### src/rtl/uart_frame_scheduler.sv
// uart_frame_scheduler
//   Shares one UART transmitter between periodic own-tank position frames and
//   asynchronous event frames (fire / hit). Frames never interleave; a pending
//   event frame always wins over a pending position frame.
//
// Parameters
//   PERIOD        clk cycles between position-frame requests (>= 16)
//   BUSY_TIMEOUT  cycles to wait for i_tx_busy to rise before resending a byte
//
// Ports
//   i_clk            system clock
//   i_rst            synchronous active-high reset
//   i_select_mode    1 = game running, 0 = menu (no new frames, pending cleared)
//   i_xpos_tank      own tank X (10 bit)
//   i_ypos_tank      own tank Y (10 bit)
//   i_direction_tank own tank direction (0 up, 1 down, 2 left, 3 right)
//   i_fire_req       one-cycle pulse: shot fired
//   i_hit_req        one-cycle pulse: own tank hit
//   i_tx_busy        uart_tx busy flag
//   o_tx_start       one-cycle start pulse, o_tx_data valid in the same cycle
//   o_tx_data        byte to transmit
//   o_sched_busy     high while a frame is in progress
//
// Configuration macro
//   SCHED_CHECKSUM_EN  defined: POS frame 4 bytes (XOR checksum), EVT frame 2 bytes
//                      (complement). Undefined: POS 3 bytes, EVT 1 byte.
module uart_frame_scheduler #(
    parameter int unsigned PERIOD       = 1000000,
    parameter int unsigned BUSY_TIMEOUT = 64
) (
    input  logic       i_clk,
    input  logic       i_rst,
    input  logic       i_select_mode,
    input  logic [9:0] i_xpos_tank,
    input  logic [9:0] i_ypos_tank,
    input  logic [1:0] i_direction_tank,
    input  logic       i_fire_req,
    input  logic       i_hit_req,
    input  logic       i_tx_busy,
    output logic       o_tx_start,
    output logic [7:0] o_tx_data,
    output logic       o_sched_busy
);

`ifdef SCHED_CHECKSUM_EN
    localparam int unsigned POS_LEN = 4;
    localparam int unsigned EVT_LEN = 2;
`else
    localparam int unsigned POS_LEN = 3;
    localparam int unsigned EVT_LEN = 1;
`endif
    localparam int unsigned MAX_LEN = 4;
    localparam int unsigned TW      = $clog2(PERIOD);
    localparam int unsigned IW      = $clog2(POS_LEN);
    localparam int unsigned CW      = (BUSY_TIMEOUT > 1) ? $clog2(BUSY_TIMEOUT) : 1;

    typedef enum logic [1:0] {StIdle, StSend, StWaitHi, StWaitLo} state_e;

    state_e        r_state, w_state_next;
    logic [TW-1:0] r_timer, w_timer_next;
    logic          r_pos_pend, w_pos_pend_next;
    logic          r_fire_pend, w_fire_pend_next;
    logic          r_hit_pend, w_hit_pend_next;
    logic [7:0]    r_frame [MAX_LEN];
    logic [7:0]    w_frame_next [MAX_LEN];
    logic [IW-1:0] r_idx, w_idx_next;
    logic [IW-1:0] r_last, w_last_next;
    logic [CW-1:0] r_to_cnt, w_to_cnt_next;
    logic          r_tx_start, w_tx_start_next;
    logic [7:0]    r_tx_data, w_tx_data_next;

    logic [7:0]    w_evt_b0;
    logic [7:0]    w_pos_b0;

    assign w_evt_b0 = {2'b10, 4'b0000, r_hit_pend, r_fire_pend};
    assign w_pos_b0 = {2'b01, i_direction_tank, i_xpos_tank[9:8], i_ypos_tank[9:8]};

    always_ff @(posedge i_clk) begin
        if (i_rst) begin
            r_state     <= StIdle;
            r_timer     <= '0;
            r_pos_pend  <= 1'b0;
            r_fire_pend <= 1'b0;
            r_hit_pend  <= 1'b0;
            r_frame     <= '{default: 8'h00};
            r_idx       <= '0;
            r_last      <= '0;
            r_to_cnt    <= '0;
            r_tx_start  <= 1'b0;
            r_tx_data   <= 8'h00;
        end else begin
            r_state     <= w_state_next;
            r_timer     <= w_timer_next;
            r_pos_pend  <= w_pos_pend_next;
            r_fire_pend <= w_fire_pend_next;
            r_hit_pend  <= w_hit_pend_next;
            r_frame     <= w_frame_next;
            r_idx       <= w_idx_next;
            r_last      <= w_last_next;
            r_to_cnt    <= w_to_cnt_next;
            r_tx_start  <= w_tx_start_next;
            r_tx_data   <= w_tx_data_next;
        end
    end

    always_comb begin
        w_state_next     = r_state;
        w_timer_next     = r_timer;
        w_pos_pend_next  = r_pos_pend;
        w_fire_pend_next = r_fire_pend;
        w_hit_pend_next  = r_hit_pend;
        w_frame_next     = r_frame;
        w_idx_next       = r_idx;
        w_last_next      = r_last;
        w_to_cnt_next    = r_to_cnt;
        w_tx_start_next  = 1'b0;
        w_tx_data_next   = r_tx_data;

        unique case (r_state)
            StIdle: begin
                if (i_select_mode && (r_fire_pend || r_hit_pend)) begin
                    w_frame_next[0] = w_evt_b0;
`ifdef SCHED_CHECKSUM_EN
                    w_frame_next[1] = ~w_evt_b0;
`endif
                    w_last_next      = IW'(EVT_LEN - 1);
                    w_idx_next       = '0;
                    w_fire_pend_next = 1'b0;
                    w_hit_pend_next  = 1'b0;
                    w_state_next     = StSend;
                end else if (i_select_mode && r_pos_pend) begin
                    // Position is snapshotted here; later moves do not affect this frame.
                    w_frame_next[0] = w_pos_b0;
                    w_frame_next[1] = i_xpos_tank[7:0];
                    w_frame_next[2] = i_ypos_tank[7:0];
`ifdef SCHED_CHECKSUM_EN
                    w_frame_next[3] = w_pos_b0 ^ i_xpos_tank[7:0] ^ i_ypos_tank[7:0];
`endif
                    w_last_next     = IW'(POS_LEN - 1);
                    w_idx_next      = '0;
                    w_pos_pend_next = 1'b0;
                    w_state_next    = StSend;
                end
            end
            StSend: begin
                if (!i_tx_busy) begin
                    w_tx_start_next = 1'b1;
                    w_tx_data_next  = r_frame[r_idx];
                    w_to_cnt_next   = '0;
                    w_state_next    = StWaitHi;
                end
            end
            StWaitHi: begin
                if (i_tx_busy) begin
                    w_state_next = StWaitLo;
                end else if (r_to_cnt == CW'(BUSY_TIMEOUT - 1)) begin
                    // Transmitter never acknowledged: resend the same byte.
                    w_state_next = StSend;
                end else begin
                    w_to_cnt_next = r_to_cnt + 1'b1;
                end
            end
            StWaitLo: begin
                if (!i_tx_busy) begin
                    if (r_idx == r_last) begin
                        w_state_next = StIdle;
                    end else begin
                        w_idx_next   = r_idx + 1'b1;
                        w_state_next = StSend;
                    end
                end
            end
            default: w_state_next = StIdle;
        endcase

        // Requests set after the capture clear, so a pulse in the capture cycle stays pending.
        if (i_fire_req) w_fire_pend_next = 1'b1;
        if (i_hit_req)  w_hit_pend_next  = 1'b1;

        if (i_select_mode) begin
            if (r_timer == TW'(PERIOD - 1)) begin
                w_timer_next    = '0;
                w_pos_pend_next = 1'b1;
            end else begin
                w_timer_next = r_timer + 1'b1;
            end
        end else begin
            w_timer_next     = '0;
            w_pos_pend_next  = 1'b0;
            w_fire_pend_next = 1'b0;
            w_hit_pend_next  = 1'b0;
        end
    end

    assign o_tx_start   = r_tx_start;
    assign o_tx_data    = r_tx_data;
    assign o_sched_busy = (r_state != StIdle);

endmodule

### config.mk
export PLATFORM = sky130hd
export DESIGN_NAME = uart_frame_scheduler
export DESIGN_NICKNAME = d
export VERILOG_FILES = /design/src/rtl/uart_frame_scheduler.sv
export SDC_FILE = /design/constraint.sdc
export NUM_CORES = 1
export LEC_CHECK = 0
export ABC_CLOCK_PERIOD_IN_PS = 2700
export BUFFER_PORTS_ARGS = -buffer_cell sky130_fd_sc_hd__buf_2
export CAP_MARGIN = 25
export CORE_ASPECT_RATIO = 1.5
export CORE_UTILIZATION = 29
export CTS_CLUSTER_DIAMETER = 100
export DETAILED_ROUTE_END_ITERATION = 12
export PLACE_DENSITY = 0.5
export SETUP_SLACK_MARGIN = 0.1
export SKIP_CTS_REPAIR_TIMING = 1
export SYNTH_ARGS = -nofsm -noshare
export SYNTH_HDL_FRONTEND = slang
export SYNTH_SLANG_ARGS = --single-unit
### constraint.sdc
create_clock -name i_clk -period 2.7 [get_ports i_clk]
set_input_delay 0.135 -clock i_clk [delete_from_list [all_inputs] [get_ports i_clk]]
set_output_delay 0.135 -clock i_clk [all_outputs]
set_load 0.01 [all_outputs]
Yosys cells after proc, flatten, opt, wreduce, memory -nomap -nowiden
Index checks and enable logic that the tools add are counted.

Bits in registers: 68. Input port bits: 28.

$lt $le $gt $ge: 1. Reductions and logical operators: 26. Eq/ne operators: 14. Bitwise operators: 5. Muxes and demuxes: 33. Add/sub/neg operators: 3.

Operators by type and width (number): $mux 2 (12); $mux 24 (1); $mux 8 (3); $add 20x1->20 const B (1); $eq 20x20->1 const B (1); $reduce_bool 2->1 (10); $mux 6 (3); $bmux 8 s2 (1); $pmux 6 s2 (1); $reduce_and 4->1 (3); $mux 1 (10); $ne 2x2->1 const B (5); $pmux 2 s4 (1); $reduce_and 2->1 (4); $add 6x1->6 const B (1); $eq 6x6->1 const B (1); $ne 3x3->1 const B (2); $reduce_and 3->1 (2); $eq 2x2->1 const B (2); $not 1->1 (4); $pmux 2 s2 (1); $reduce_or 2->1 (2); $ge 3x3->1 const B (1); $not 2->3 (1); other kinds (8) (9).

Depth between registers and ports, before layout
Gate-level depths: netlist (run 1).

Depth after elaboration: 5. Mapped depth: 6. Mapped depth without buffers: 4.

Worst setup path after synthesis (run 1)
Ideal clock, no wire load.

Path type: reg-to-reg. Start point: register r_timer[6]. End point: register r_timer[17]. Path buffers: 1. Required time: 2630 ps. Slack: 955 ps. Setup time: 70 ps. Arrival time: 1675 ps. Stages on the path, launching flop included: 6. Path through: dfxtp_1 -> nand3_2 -> or4_1 -> buf_2 -> or4_1 -> a21oi_1.

Longest elaborated chain between the ends: 2. Elaborated cells on any way between the ends: 3.

RTL lines: from (decl) (RTL line 60) `logic [TW-1:0] r_timer, w_timer_next;`; from (signal assigned) (RTL line 93) `r_timer <= w_timer_next;`; branches (longest 2 deep; another with $add 20x1->20).

Several ways; the timed one is not identified. A chain may end at the register's enable or synchronous reset.

Worst setup path after layout (run 1)
Start point: register r_timer[9]. End point: register r_timer[17].

The elaborated chain is that of the path after synthesis.

==> parameters.txt, run 1 <==
Parameter                              Value

Worst setup path
  Arrival time of the worst setup path ... 2.15 ns
  Type of the worst setup path ... register to register
  R2r worst-path depth ... 4
  Maximum fanout along the worst path ... 8
  Element type at the critical path start ... register
  Category of the worst setup path capture point ... register
  Worst-case register-to-register setup slack ... just over 0.8 ns
  Required time at the worst-slack endpoint ... around 3.0 ns
  Startpoint of the worst register-to-register path ... r_timer[9]$_SDFF_PP0_
  Worst flop-to-flop path endpoint ... r_timer[17]$_SDFF_PP0_

Global routing
  Overall global routing resource usage ... 13.9%
  Number of global-route vias before repair ... around 2,400
  Maximum number of pins on one net before global-route repair ... 42
  Residual overflow from global routing ... 0
  Global-route wire length before repair ... approximately 11,000 um
  Number of antenna violations at the first check in global routing ... 0

Logic synthesis
  Mean post-synth cell area ... slightly above 8 sq um
  Asr flop ratio synth ... 0%
  Most used DFF post-synth ... sky130_fd_sc_hd__dfxtp_1
  #FFs+latches synth ... 67
  Cell count after synthesis ... 343
  Total nets after synthesis ... 373
  Count of yosys warnings during synthesis ... 0
  Distinct cells, synth ... 40
  Part of the Yosys area used for sequential elements ... a little under half
  Combined area of all synthesized cells ... 2850 sq um
  Number of flops mapped to enable cells by yosys ... 0

STA
  Post-route setup slack ... 0.809 ns
  Clk_skew ... 0.00540 ns
  Final setup violation count ... 0
  Slew HR ... 51.9%
  Smallest hold slack ... 0.0218 ns
  Max Freq ... 0.529 GHz
  Number of endpoints with negative hold slack in the final report ... 0
  RSZ-0062 raised after global routing ... false
  Post-route clock period utilization ... 70.0%
  Total negative setup slack ... 0 ns
  Count of final max-slew check failures ... 0
  Worst Max-Slew Pin Slew ... 0.720 ns
  Post-route minimum period ... 1.89 ns

Clock network
  Insertion delay to the later sink of the worst-skew pair ... approximately 0.33 ns
  Clk root buf ... sky130_fd_sc_hd__clkbuf_16
  Clock tree from TritonCTS ... yes
  Buffer depth of the longest clock path ... 2
  CTS H-tree depth ... 3
  Clock transition at the register clock pins on the worst setup and hold paths after CTS ... 0.05 ns
  Clock buffers created by TritonCTS ... 9
  TritonCTS sink count ... 67

Drt
  Number of nets still failing antenna checks after routing ... 0
  WL/cell ... about 13 um
  DRC viols ... 0
  Drt initial violations ... just over 90
  Via count of the routed design ... 2,481
  TritonRoute pass-1 iters ... 4
  Vias per cell ... 4.96
  Final wirelength ... 6600 um

Run status
  Run status ... complete, no violations

Placement
  Total half-perimeter wirelength after legalization and detailed placement ... 4440 um
  Global placement routability congestion ... approximately 0.77
  Area after detailed placement ... about 3200 sq um
  Pre-CTS WS ... 0.813 ns
  Port bufs ... 37

Floorplan
  Core Rows ... 44
  Die outline width ... 82.9 um
  Top-level I/O count ... 38
  Die footprint ... 10,200 sq um
  Chip Height ... roughly 120 um
  Floorplan Core Area ... 9630 sq um
  Starting density of the core ... 29.6%

Hold path
  Min-Delay Startpoint ... i_hit_req
  Worst min-delay path category ... input pin to register
  Number of instances on the worst hold path ... 3
  Capture endpoint of the worst hold path ... r_hit_pend$_SDFFE_PP0P_

Final layout
  Fraction of layout cells with a size suffix above 1 ... 17.7%
  Combined flip-flop and latch cell area ... 1340 sq um
  N_diodes ... 0
  Number of nets in the final layout ... 410
  Area of the multi-input gates ... approximately 1400 sq um
  Final Cell Area ... 3520 sq um
  Area Growth Syn to Fin ... 23.7%
  Fillers ... around 970

Power and ir drop
  Power consumption ... 2.49 mW
  Power density cells ... 707 nW/um^2
  Leakage component of the power ... about 1.3 nW
  Worst IR Drop VDD ... 0.352 mV

Job
  Max Cap Violations ... 0
cells by family (layout without fill, tap and decap cells):
group / Yosys count / in the layout / synth area share, %
XOR/XNOR: 13 / 13 / 3.99
flip-flops: 67 / 67 / 47.1
buffers and inverters: 24 / 66 / 3.29
multiplexers: 11 / 11 / 3.86
AND/OR/NAND/NOR: 150 / 150 / 25.3
AO/OA/AOI/OAI: 76 / 76 / 15.6
adder cells (fa/ha/maj): 2 / 2 / 0.878
state kept, by name (all words and copies together), names as in the netlist, 2 cells and up:
register and cells:
r_frame 24, r_timer 20, o_tx_data 8, r_to_cnt 6, r_idx 2, r_state 2
metal layers:
layer,track usage (%),up-vias,part of all wire (%)
met3,3.47,7,2.6
met1,15.3,1166,45
met2,25.0,26,50
met4,6.79,0,1.7
met5,0,-,0
li1,-,1282,-
worst max path at each step:
stage                          start                      to  slack [ns]  cells past startpoint
6_report       r_timer[9]$_SDFF_PP0_  r_timer[17]$_SDFF_PP0_        0.81                      4
5_1_grt        r_timer[9]$_SDFF_PP0_  r_timer[17]$_SDFF_PP0_        0.63                      4
4_1_cts        r_timer[6]$_SDFF_PP0_  r_timer[17]$_SDFF_PP0_        0.80                      4
3_5_place_dp   r_timer[6]$_SDFF_PP0_  r_timer[18]$_SDFF_PP0_        0.81                      4
3_3_place_gp   r_timer[6]$_SDFF_PP0_  r_timer[17]$_SDFF_PP0_        0.86                      4
2_1_floorplan  r_timer[6]$_SDFF_PP0_  r_timer[17]$_SDFF_PP0_        0.96                      5
report_power, final:
part / switching, mW / internal, mW
registers: 0.0145 / 1.00
logic: 0.0640 / 0.0483
clock network: 0.432 / 0.928
Yosys cell counts, types with 4 or more instances:
cell	instances	area (sq um)
sky130_fd_sc_hd__a211oi_1	8	60.1
sky130_fd_sc_hd__a21oi_1	42	210
sky130_fd_sc_hd__a22oi_1	5	37.5
sky130_fd_sc_hd__and3_1	5	31.3
sky130_fd_sc_hd__clkbuf_1	13	48.8
sky130_fd_sc_hd__dfxtp_1	67	1340
sky130_fd_sc_hd__inv_1	6	22.5
sky130_fd_sc_hd__mux2i_1	11	110
sky130_fd_sc_hd__nand2_1	45	169
sky130_fd_sc_hd__nand3_1	11	55.1
sky130_fd_sc_hd__nand4_1	7	43.8
sky130_fd_sc_hd__nor2_1	48	180
sky130_fd_sc_hd__nor3b_1	4	30.0
sky130_fd_sc_hd__o21ai_0	7	35.0
sky130_fd_sc_hd__o31ai_1	5	37.5
sky130_fd_sc_hd__or3_1	6	37.5
sky130_fd_sc_hd__or4_1	6	45.0
sky130_fd_sc_hd__xnor2_1	4	35.0
sky130_fd_sc_hd__xor2_1	9	78.8
area by class of cell:
type | count | area share, %
multi-input combinational | 252 | 40.5
sequential | 67 | 38.1
clock buffer | 10 | 6.78
timing repair buffer | 44 | 6.74
tap | 115 | 4.08
clock inverter | 6 | 3.19
inverter | 6 | 0.639
placed cells by master (no fill, tap or decap), types with 7 or more instances in the layout:
| master | instances |
|---|---|
| sky130_fd_sc_hd__buf_2 | 37 |
| sky130_fd_sc_hd__buf_4 | 7 |
| sky130_fd_sc_hd__nor2_1 | 48 |
| sky130_fd_sc_hd__mux2i_1 | 11 |
| sky130_fd_sc_hd__dfxtp_1 | 67 |
| sky130_fd_sc_hd__nand3_1 | 11 |
| sky130_fd_sc_hd__nand4_1 | 7 |
| sky130_fd_sc_hd__a21oi_1 | 42 |
| sky130_fd_sc_hd__o21ai_0 | 7 |
| sky130_fd_sc_hd__clkbuf_16 | 9 |
| sky130_fd_sc_hd__a211oi_1 | 8 |
| sky130_fd_sc_hd__nand2_1 | 45 |
| sky130_fd_sc_hd__xor2_1 | 9 |
stage by stage:
stage                     util [%]  std cells
final                         36.6        500
after detailed placement      32.9        484
after global placement        32.9        484
after floorplan                  -        343
after CTS                     36.6        500
after global routing          36.6        500
critical path, cell delays in order (launching register included):
cell and delay (ns):
sky130_fd_sc_hd__dfxtp_1 0.41, sky130_fd_sc_hd__nand4_1 0.19, sky130_fd_sc_hd__or4_1 0.63, sky130_fd_sc_hd__or4_1 0.45, sky130_fd_sc_hd__a21oi_1 0.14
Power figures use the tool's default switching activity.
==> inputs of run 2 (changes only) <==
- ABC_CLOCK_PERIOD_IN_PS: 2700 -> 1800
- clock period: 2.7 -> 1.8 ns (I/O delays scaled with it)
==> run 2 against run 1 <==
Effect of this change:
- routed wire length is 5.1% higher
- register-to-register slack got worse by 0.69 ns
- core utilization up 3.0 points
- worst setup slack got worse by 0.69 ns
- the flow now finishes with violations (hold timing)
- highest routed layer unchanged
- flip-flop and latch count unchanged
- via count rose by 4.4%
==> parameters.txt, run 2 (synthesis results as in run 1) <==
Parameter                              Value

STA
  Worst Max-Slew Pin Slew ... 0.427 ns (-0.294 ns)
  Number of endpoints with negative hold slack in the final report ... 6 (+6)
  RSZ-0062 raised after global routing ... true
  Smallest hold slack ... -0.0105 ns (-0.0323 ns)
  Total negative setup slack ... 0 ns (unchanged)
  Count of final max-slew check failures ... 0 (unchanged)
  Clk_skew ... 0.00636 ns (+0.000953 ns)
  Max Freq ... 0.594 GHz (+12%)
  Post-route clock period utilization ... 93.6% (+24 points)
  Post-route minimum period ... 1.68 ns (-0.206 ns)
  Final setup violation count ... 0 (unchanged)
  Slew HR ... 71.3% (+19 points)

Final layout
  Most flops, register ... r_frame
  Leading cell type in the layout, fill and taps excluded ... sky130_fd_sc_hd__dfxtp_1
  Largest register FFs ... 24 (unchanged)
  Area Growth Syn to Fin ... 33.7%
  Number of nets in the final layout ... 437 (+6.6%)
  N_diodes ... 0 (unchanged)
  Top library cells by usage in the layout, fill and taps aside ... sky130_fd_sc_hd__dfxtp_1, sky130_fd_sc_hd__nor2_1, sky130_fd_sc_hd__nand2_1
  Fraction of layout cells with a size suffix above 1 ... 26.5% (+8.8 points)
  Final Cell Area ... 3810 sq um (+8.1%)

Power and ir drop
  Part of the power in combinational logic ... 5.0% (+0.5 points)
  Leakage component of the power ... 1.43 nW (+13%)
  Share of total power in the clock network ... 54.6% (about the same)
  Switch Pwr ... 0.786 mW (+54%)
  Power density cells ... 989 nW/um^2 (+40%)
  Proportion of total power due to net switching ... 20.9% (+0.37 points)
  Internal Dissipation ... 2.98 mW (+51%)
  Part of the power in registers ... 40.4% (-0.5 points)
  Power consumption ... 3.77 mW (+51%)
  Worst IR Drop VDD ... 0.593 mV (+69%)

Worst setup path
  Worst setup path startpoint ... r_timer[8]$_SDFF_PP0_
  Worst-path cell chain ... nand3_4, or4_4, or4_1, a21oi_1
  Startpoint of the worst register-to-register path ... r_timer[8]$_SDFF_PP0_
  Kind of cell adding the most delay to the critical path ... simple AND/OR/NAND/NOR gates
  Number of buffer and inverter instances along the worst setup path ... 0 (unchanged)
  Max incr delay on CP ... 0.59 ns (-0.04 ns)
  Arrival time of the worst setup path ... 1.95 ns (-0.20 ns)
  Maximum fanout along the worst path ... 8 (unchanged)
  Required time at the worst-slack endpoint ... 2.06 ns (-0.90 ns)
  Critical-path cell with the highest stage delay ... sky130_fd_sc_hd__or4_4
  Type of the worst setup path ... register to register
  Element type at the critical path start ... register
  Category of the worst setup path capture point ... register

Clock network
  Clock buffers created by TritonCTS ... 9 (unchanged)
  Clock transition at the register clock pins on the worst setup and hold paths after CTS ... 0.06 ns (about the same)
  Clock tree from TritonCTS ... yes
  TritonCTS sink count ... 67 (unchanged)
  CTS H-tree depth ... 3 (unchanged)
  Clk root buf ... sky130_fd_sc_hd__clkbuf_16
  Buffer depth of the longest clock path ... 2 (unchanged)
  Insertion delay to the later sink of the worst-skew pair ... 0.33 ns (about the same)

Global routing
  Overall global routing resource usage ... 14.5% (+0.57 points)
  Number of antenna violations at the first check in global routing ... 0 (unchanged)
  Maximum number of pins on one net before global-route repair ... 35 (-17%)
  Global-route wire length before repair ... 11,600 um (+2.8%)
  Number of global-route vias before repair ... 2,486 (+2.3%)
  Residual overflow from global routing ... 0 (unchanged)

Run status
  Run status ... finished, violations left
  Violated checks ... hold timing

Drt
  Vias per cell ... 4.92 (-0.92%)
  TritonRoute pass-1 iters ... 4 (unchanged)
  WL/cell ... 13.2 um (-0.31%)
  Via count of the routed design ... 2,591 (+4.4%)
  Drt initial violations ... 95 (+2.2%)
  DRC viols ... 0 (unchanged)
  Number of nets still failing antenna checks after routing ... 0 (unchanged)
  Final wirelength ... 6940 um (+5.1%)

Floorplan
  Starting density of the core ... 29.6% (unchanged)
  Top-level I/O count ... 38 (unchanged)
  Core Rows ... 44 (unchanged)
  Floorplan Core Area ... 9630 sq um (unchanged)
  Die footprint ... 10,200 sq um (unchanged)
  Chip Height ... 123 um (unchanged)
  Die outline width ... 82.9 um (unchanged)

Placement
  Global placement routability congestion ... 0.809 (+4.8%)
  Port bufs ... 37 (unchanged)
  Total half-perimeter wirelength after legalization and detailed placement ... 4860 um (+9.5%)
  Area after detailed placement ... 3360 sq um (+5.8%)

Hold path
  Min-Delay Startpoint ... i_ypos_tank[3]
  Worst min-delay path category ... input pin to register

Job
  Max Cap Violations ... 0 (unchanged)
run 2: worst paths after layout:
path,cells after the start,endpoint,slack (ns)
max,4,r_timer[17]$_SDFF_PP0_,0.12
min,3,r_frame[11]$_SDFFE_PP0P_,-0.01
max reg2reg,4,r_timer[17]$_SDFF_PP0_,0.12
min reg2reg,2,r_frame[22]$_SDFFE_PP0P_,0.45
run 2: layout make-up:
type	instances	area (sq um)
inverters	6	22.5
repair buffers	71	462
flip-flops and latches	67	1360
clock buffers	10	239
multi-input cells	252	1470
fillers	977	5820
clock inverters	6	113
well taps	115	144
run 2: layer usage:
metal | routed length (um) | track usage (%) | vias to the layer above
li1 | - | - | 1339
met3 | 194 | 3.34 | 16
met5 | 0 | 0 | -
met4 | 192 | 8.62 | 0
met1 | 3030 | 16.0 | 1198
met2 | 3520 | 25.4 | 38
run 2: tightest hold or removal path: cells and delay by family:
kind | cells | cell delay [ns]
buffers and inverters | 1 | 0.10
AO/OA/AOI/OAI | 1 | 0.05
AND/OR/NAND/NOR | 1 | 0.04
run 2: through the flow:
stage               utilization (%)  setup slack (ns)  instances
finish                         39.6             0.116        527
global route                   39.6            0.0535        527
CTS                            38.5            0.0188        522
detailed placement             34.9            0.0207        506
global placement               34.9            0.0619        506
floorplan                         -             0.103        343
run 2: power groups by stage:
| stage | clock (mW) | combinational, mW | sequential, mW |
|---|---|---|---|
| after global placement | 0 | 0.182 | 1.56 |
| after floorplan | 0 | 0.0886 | 1.56 |
| after CTS | 2.10 | 0.183 | 1.52 |
| after detailed placement | 0 | 0.182 | 1.56 |
| final | 2.06 | 0.189 | 1.52 |
| after global routing | 2.18 | 0.214 | 1.53 |
